<file path="src/rtl/alu_pipe.sv">
`default_nettype none
// alu_pipe: valid/ready ALU with registered result and flags, plus an
// iterative shift-add multiplier that holds off new operands while it runs.
module alu_pipe #(
  parameter  int WIDTH = 32,
  localparam int SHW   = $clog2(WIDTH)
) (
  input  logic             clk,
  input  logic             rst,
  input  logic             in_valid,
  output logic             in_ready,
  input  logic [WIDTH-1:0] a,
  input  logic [WIDTH-1:0] b,
  input  logic [3:0]       sel,
  output logic             out_valid,
  input  logic             out_ready,
  output logic [WIDTH-1:0] out,
  output logic             zero,
  output logic             neg,
  output logic             carry,
  output logic             overflow
);

  localparam logic [1:0] ST_IDLE = 2'd0;
  localparam logic [1:0] ST_MUL  = 2'd1;
  localparam logic [1:0] ST_DONE = 2'd2;

  localparam logic [3:0] OP_AND  = 4'b0000;
  localparam logic [3:0] OP_OR   = 4'b0001;
  localparam logic [3:0] OP_XOR  = 4'b0010;
  localparam logic [3:0] OP_ADD  = 4'b0011;
  localparam logic [3:0] OP_SUB  = 4'b0100;
  localparam logic [3:0] OP_SLT  = 4'b0101;
  localparam logic [3:0] OP_SLTU = 4'b0110;
  localparam logic [3:0] OP_SLL  = 4'b0111;
  localparam logic [3:0] OP_SRL  = 4'b1000;
  localparam logic [3:0] OP_SRA  = 4'b1001;
  localparam logic [3:0] OP_MUL  = 4'b1010;

  localparam logic [SHW-1:0] LAST_ITER = SHW'(WIDTH - 1);

  logic [1:0]         state;
  logic [1:0]         state_nxt;
  logic [SHW-1:0]     count;
  logic [2*WIDTH-1:0] mcand;
  logic [2*WIDTH-1:0] acc;
  logic [WIDTH-1:0]   mplier;

  logic               out_free;
  logic               accept;
  logic               pop;
  logic               is_mul;
  logic               load_alu;
  logic               load_mul;
  logic               start_mul;
  logic               step_mul;

  logic [WIDTH:0]     sum;
  logic [WIDTH:0]     diff;
  logic [SHW-1:0]     shamt;
  logic [WIDTH-1:0]   alu_res;
  logic               alu_c;
  logic               alu_v;

  // Output register can take a new value if empty or being drained this cycle.
  assign out_free = !out_valid || out_ready;
  assign in_ready = !rst && (state == ST_IDLE) && out_free;
  assign accept   = in_valid && in_ready;
  assign pop      = out_valid && out_ready;
  assign is_mul   = (sel == OP_MUL);

  always_ff @(posedge clk or posedge rst) begin
    if (rst) state <= ST_IDLE;
    else     state <= state_nxt;
  end

  always_comb begin
    state_nxt = state;
    case (state)
      ST_IDLE: if (accept && is_mul)     state_nxt = ST_MUL;
      ST_MUL:  if (count == LAST_ITER)   state_nxt = ST_DONE;
      ST_DONE: if (out_free)             state_nxt = ST_IDLE;
      default:                           state_nxt = ST_IDLE;
    endcase
  end

  always_comb begin
    load_alu  = 1'b0;
    load_mul  = 1'b0;
    start_mul = 1'b0;
    step_mul  = 1'b0;
    case (state)
      ST_IDLE: begin
        load_alu  = accept && !is_mul;
        start_mul = accept && is_mul;
      end
      ST_MUL:  step_mul = 1'b1;
      ST_DONE: load_mul = out_free;
      default: ;
    endcase
  end

  assign sum   = {1'b0, a} + {1'b0, b};
  assign diff  = {1'b0, a} - {1'b0, b};
  assign shamt = b[SHW-1:0];

  always_comb begin
    alu_res = '0;
    alu_c   = 1'b0;
    alu_v   = 1'b0;
    case (sel)
      OP_AND:  alu_res = a & b;
      OP_OR:   alu_res = a | b;
      OP_XOR:  alu_res = a ^ b;
      OP_ADD: begin
        alu_res = sum[WIDTH-1:0];
        alu_c   = sum[WIDTH];
        alu_v   = (a[WIDTH-1] == b[WIDTH-1]) && (sum[WIDTH-1] != a[WIDTH-1]);
      end
      OP_SUB: begin
        // Extended-width difference wraps into bit WIDTH exactly when a < b.
        alu_res = diff[WIDTH-1:0];
        alu_c   = diff[WIDTH];
        alu_v   = (a[WIDTH-1] != b[WIDTH-1]) && (diff[WIDTH-1] != a[WIDTH-1]);
      end
      OP_SLT:  alu_res = {{(WIDTH-1){1'b0}}, ($signed(a) < $signed(b))};
      OP_SLTU: alu_res = {{(WIDTH-1){1'b0}}, (a < b)};
      OP_SLL:  alu_res = a << shamt;
      OP_SRL:  alu_res = a >> shamt;
      OP_SRA:  alu_res = $unsigned($signed(a) >>> shamt);
      default: alu_res = '0;
    endcase
  end

  // Shift-add multiplier: one multiplier bit consumed per MUL cycle.
  always_ff @(posedge clk or posedge rst) begin
    if (rst) begin
      mcand  <= '0;
      mplier <= '0;
      acc    <= '0;
      count  <= '0;
    end else if (start_mul) begin
      mcand  <= {{WIDTH{1'b0}}, a};
      mplier <= b;
      acc    <= '0;
      count  <= '0;
    end else if (step_mul) begin
      if (mplier[0]) acc <= acc + mcand;
      mcand  <= mcand << 1;
      mplier <= mplier >> 1;
      count  <= count + 1'b1;
    end
  end

  always_ff @(posedge clk or posedge rst) begin
    if (rst) begin
      out       <= '0;
      zero      <= 1'b0;
      neg       <= 1'b0;
      carry     <= 1'b0;
      overflow  <= 1'b0;
      out_valid <= 1'b0;
    end else if (load_alu) begin
      out       <= alu_res;
      zero      <= (alu_res == '0);
      neg       <= alu_res[WIDTH-1];
      carry     <= alu_c;
      overflow  <= alu_v;
      out_valid <= 1'b1;
    end else if (load_mul) begin
      out       <= acc[WIDTH-1:0];
      zero      <= (acc[WIDTH-1:0] == '0);
      neg       <= acc[WIDTH-1];
      carry     <= 1'b0;
      overflow  <= |acc[2*WIDTH-1:WIDTH];
      out_valid <= 1'b1;
    end else if (pop) begin
      out_valid <= 1'b0;
    end
  end

endmodule
`default_nettype wire

</file>
<file path="config.mk">
export PLATFORM = sky130hd
export DESIGN_NAME = alu_pipe
export DESIGN_NICKNAME = d
export VERILOG_FILES = /design/src/rtl/alu_pipe.sv
export SDC_FILE = /design/constraint.sdc
export NUM_CORES = 1
export LEC_CHECK = 0
export ABC_AREA = 1
export ABC_CLOCK_PERIOD_IN_PS = 6040
export CORE_MARGIN = 3
export CORE_UTILIZATION = 40
export DETAILED_ROUTE_END_ITERATION = 8
export GPL_ROUTABILITY_DRIVEN = 0
export HOLD_SLACK_MARGIN = 0.03
export PLACE_DENSITY = 0.66
export REMOVE_ABC_BUFFERS = 1
export SYNTH_ARGS = -nofsm -noshare
export SYNTH_HDL_FRONTEND = slang
export SYNTH_SLANG_ARGS = --single-unit
</file>
<file path="constraint.sdc">
create_clock -name clk -period 6.04 [get_ports clk]
set_clock_uncertainty 0.2 [all_clocks]
set_input_delay 0.604 -clock clk [delete_from_list [all_inputs] [get_ports clk]]
set_output_delay 0.604 -clock clk [all_outputs]
set_load 0.02 [all_outputs]
</file>
==> impl_metrics.toml <==
[status]
outcome = "finished, final reports clean"

[sta]
slew_headroom_pct = 25.1
finalCritPeriodShare_pct = 70.1
worst_pin_slew_ns = 1.12
setup_violations = 0
finalHoldViolCount = 0
timing.fmax_mhz = 236
fin_ws_ns = 1.81
fin_crit_ns = 4.23
timing.hold.ws_ns = 0.297
slew_violations = 0
rsz0062_at_grt = "no"

[setup_path]
cp.required_ns = 6.33
setup.worst_path.end_class = "flop"
crit_fanout = 13
crit_type = "in2reg"
r2r_cells = 10
critPathLaunchType = "input pin"
cp.arrival_ns = 4.52

[clock_tree]
clkLatencyLatePin_ns = 0.57
path_clk_slew_ns = 0.06
htree_levels = 1
cts_setup_buffers = 0
cts_tree = "built"
clockRootBuffer = "clkbuf_16"
clock_path_buffers = 3
cts-resized-gates = 0
cts_sinks = 203
cts_buffers = 25
ctsHoldBuffers = 0

[detailed_routing]
vias = 26130
wire_per_inst_um = 19.8
routed_via_density = 5.71
first_pass_iters = 9
drc = 0
drt_iter0_markers = 2992
routed_wl_mm = 90.7
ant_nets = 0

[synth]
synth_xor_area_share_pct = 0.725
synth.largest_area_cell = "dfrtp_1"
synth_seq_area_share_pct = 22.1
synth-edff-count = 0
synth_top_area_share_pct = 22.1
ys_ff_latch = 203
synth_warnings = 0
synth-async-reset-ratio_pct = 100
synthSimpleGateAreaFrac_pct = 39.4
synth_top_family_by_area = "simple AND/OR/NAND/NOR gates"
avgSynthCellArea_um2 = 6.08
synthMuxAreaShare_pct = 0
synth_compound_area_share_pct = 16.8
synth.distinct_cells = 56
synth_top_flop_cell = "dfrtp_1"
synth_area_leaders = "dfrtp_1 (22%), nand2_1 (18%), nand3_1 (9.6%), ha_1 (9.1%), inv_1 (7.9%)"
yosys.area_share.adder_pct = 9.36
synth.cell_area_um2 = 23000
syn_inst = 3776

[place]
hpwlAfterDp_mm = 71.6
placedCellCount = 4531
port_buffers = 109
post-place-ws_ns = 1.30

[global_route]
grt_antenna_before_repair = 0
grt_max_degree = 151
grt_first_pass_wirelength_mm = 139
grt_use_total_pct = 29.2
grt_pass1_vias = 24315
grt_overflow = 0

[cells_and_area]
area_growth_pct = 10.4
instances_no_fill = 4575
drive_gt1_share_pct = 5.05
fillers = 6161
diodes = 0
finalNetCount = 4044

[power]
p_leak_nw = 12.8
power.share.clock_pct = 19.0
p_int_mw = 4.36
power_density_nw_per_um2 = 335
switching_share_pct = 48.6
switchingPower_mw = 4.12
p_seq_share_pct = 27.6
power_frac_comb_pct = 53.4
vdd_drop_max_mv = 0.252

[floorplanning]
rows = 87
die-area_um2 = 60300
die_h_um = 246
dieWidth_um = 246
ios = 110
core_um2 = 56600
initial_core_util_pct = 40.6

[worst_hold_path]
whs_path_depth = 2
worstHoldPathType = "reg2reg"

[flow_run]
drv_cap = 0
power groups by stage:
stage          Combinational [mW]  Clock [mW]  Sequential, mW
6_report                     4.53        1.61            2.34
5_1_grt                      5.06        1.69            2.40
4_1_cts                      4.45        1.63            2.34
3_5_place_dp                 4.43           0            2.35
3_3_place_gp                 4.38           0            2.35
2_1_floorplan                3.07           0            2.25
critical path: stages:
cell and delay [ns]:
clkdlybuf4s50_1 0.96, ha_1 0.27, inv_1 0.07, fa_1 0.44
nand2_1 0.10, nand3_1 0.17, nand2_1 0.11, nand2_1 0.12
nand2_1 0.11, nand2_1 0.13, nand2_1 0.12, nand2_1 0.07
nand2_1 0.06, nand2_1 0.12, a21oi_1 0.35, nand3_1 0.11
nor2_1 0.25, nand2_1 0.08, nor2_1 0.10, nand2_1 0.07
a21oi_2 0.10
registers in the layout (all words and copies together) (netlist names):
register	cells
zero	1
state	2
mplier	32
acc	64
count	5
overflow	1
mcand	64
carry	1
out_valid	1
out	32
cell families (layout without fill, tap and decap cells):
family	Yosys count	after routing
compound gates	655	655
flops	203	203
buf+inv	645	688
simple gates	2084	2084
xor+xnor	19	19
fa+ha+maj	170	170
cell usage in the layout (no fill, tap or decap), types with 5 or more instances in the layout:
cell type        synthesis  layout
buf_4                   14      29
a21oi_1                219     219
nand2_4                 20      20
o211ai_1                76      76
nor2_2                  10      12
nand4_1                 27      27
nand3_1                439     439
o21ai_0                152     152
a31oi_1                 31      31
xnor2_1                  5       5
nand2_2                 15      15
a211oi_1                10      10
nor4_1                  26      26
and3_1                   7       7
o221ai_1                 9       9
ha_1                   167     167
dfrtp_1                203     203
nand2_1               1124    1124
clkdlybuf4s50_1          0     106
clkbuf_16                0      25
o21ai_1                 15      15
a22oi_1                 13      13
inv_2                   15      17
a21o_1                   9       9
nor3_1                  21      21
nand3b_1                 5       5
xor2_1                  14      14
o21bai_1                20      20
nand3_2                 29      29
nor2_1                 344     341
inv_1                  486     483
a21boi_0                 6       6
or2_2                    9       9
o22ai_1                 72      72
routing by layer:
layer | wire, um | GRT usage, % | vias up
li1 | - | - | 12492
met1 | 37800 | 39.9 | 12031
met2 | 39900 | 46.3 | 1350
met3 | 8610 | 3.75 | 257
met4 | 4410 | 12.3 | 0
met5 | 0 | 0 | -
stage by stage:
| step | cell area, um2 | setup TNS, ns | util (%) | power (mW) |
|---|---|---|---|---|
| finish | 25300 | 0 | 44.8 | 8.48 |
| global route | 25300 | 0 | 44.8 | 9.15 |
| CTS | 25300 | 0 | 44.8 | 8.43 |
| detailed placement | 24500 | 0 | 43.2 | 6.78 |
| global placement | 24500 | 0 | 43.2 | 6.73 |
| floorplan | 22200 | -67.75 | - | 5.32 |
final timing paths:
| check | start | endpoint | slack [ns] |
|---|---|---|---|
| min | overflow | overflow | 0.30 |
| min reg2reg | overflow | overflow | 0.30 |
| min in group asynchronous | rst | out_valid | 0.31 |
| max in group asynchronous | rst | mplier[5] | 4.11 |
| max | b[0] | zero | 1.81 |
| max reg2reg | state[1] | acc[31] | 2.53 |
synth_stat cells, drive strengths merged (3+ instances only):
cell	instances
nand2	1159
o21ai	171
nand4	27
a21oi	223
o21bai	20
dfrtp	203
nor3	21
xor2	14
ha	167
a22oi	13
nor4	27
a21boi	6
a211oi	10
nor2	357
a31oi	31
o211ai	76
o22ai	72
nand3	469
buf	80
nand3b	5
xnor2	5
o221ai	9
clkbuf	60
and2	3
a22o	4
or2	9
fa	3
inv	503
and3	7
a21o	9
area by class of cell:
cell class,instances,area [um2],share of cell area [%]
clock inverter,13,198,0.780
sequential,203,5080,20.0
inverter,505,1910,7.54
multi-input combinational,2928,15200,60.1
timing repair buffer,139,1310,5.18
clock buffer,31,668,2.64
tap,756,946,3.73
Power figures use the tool's default switching activity.
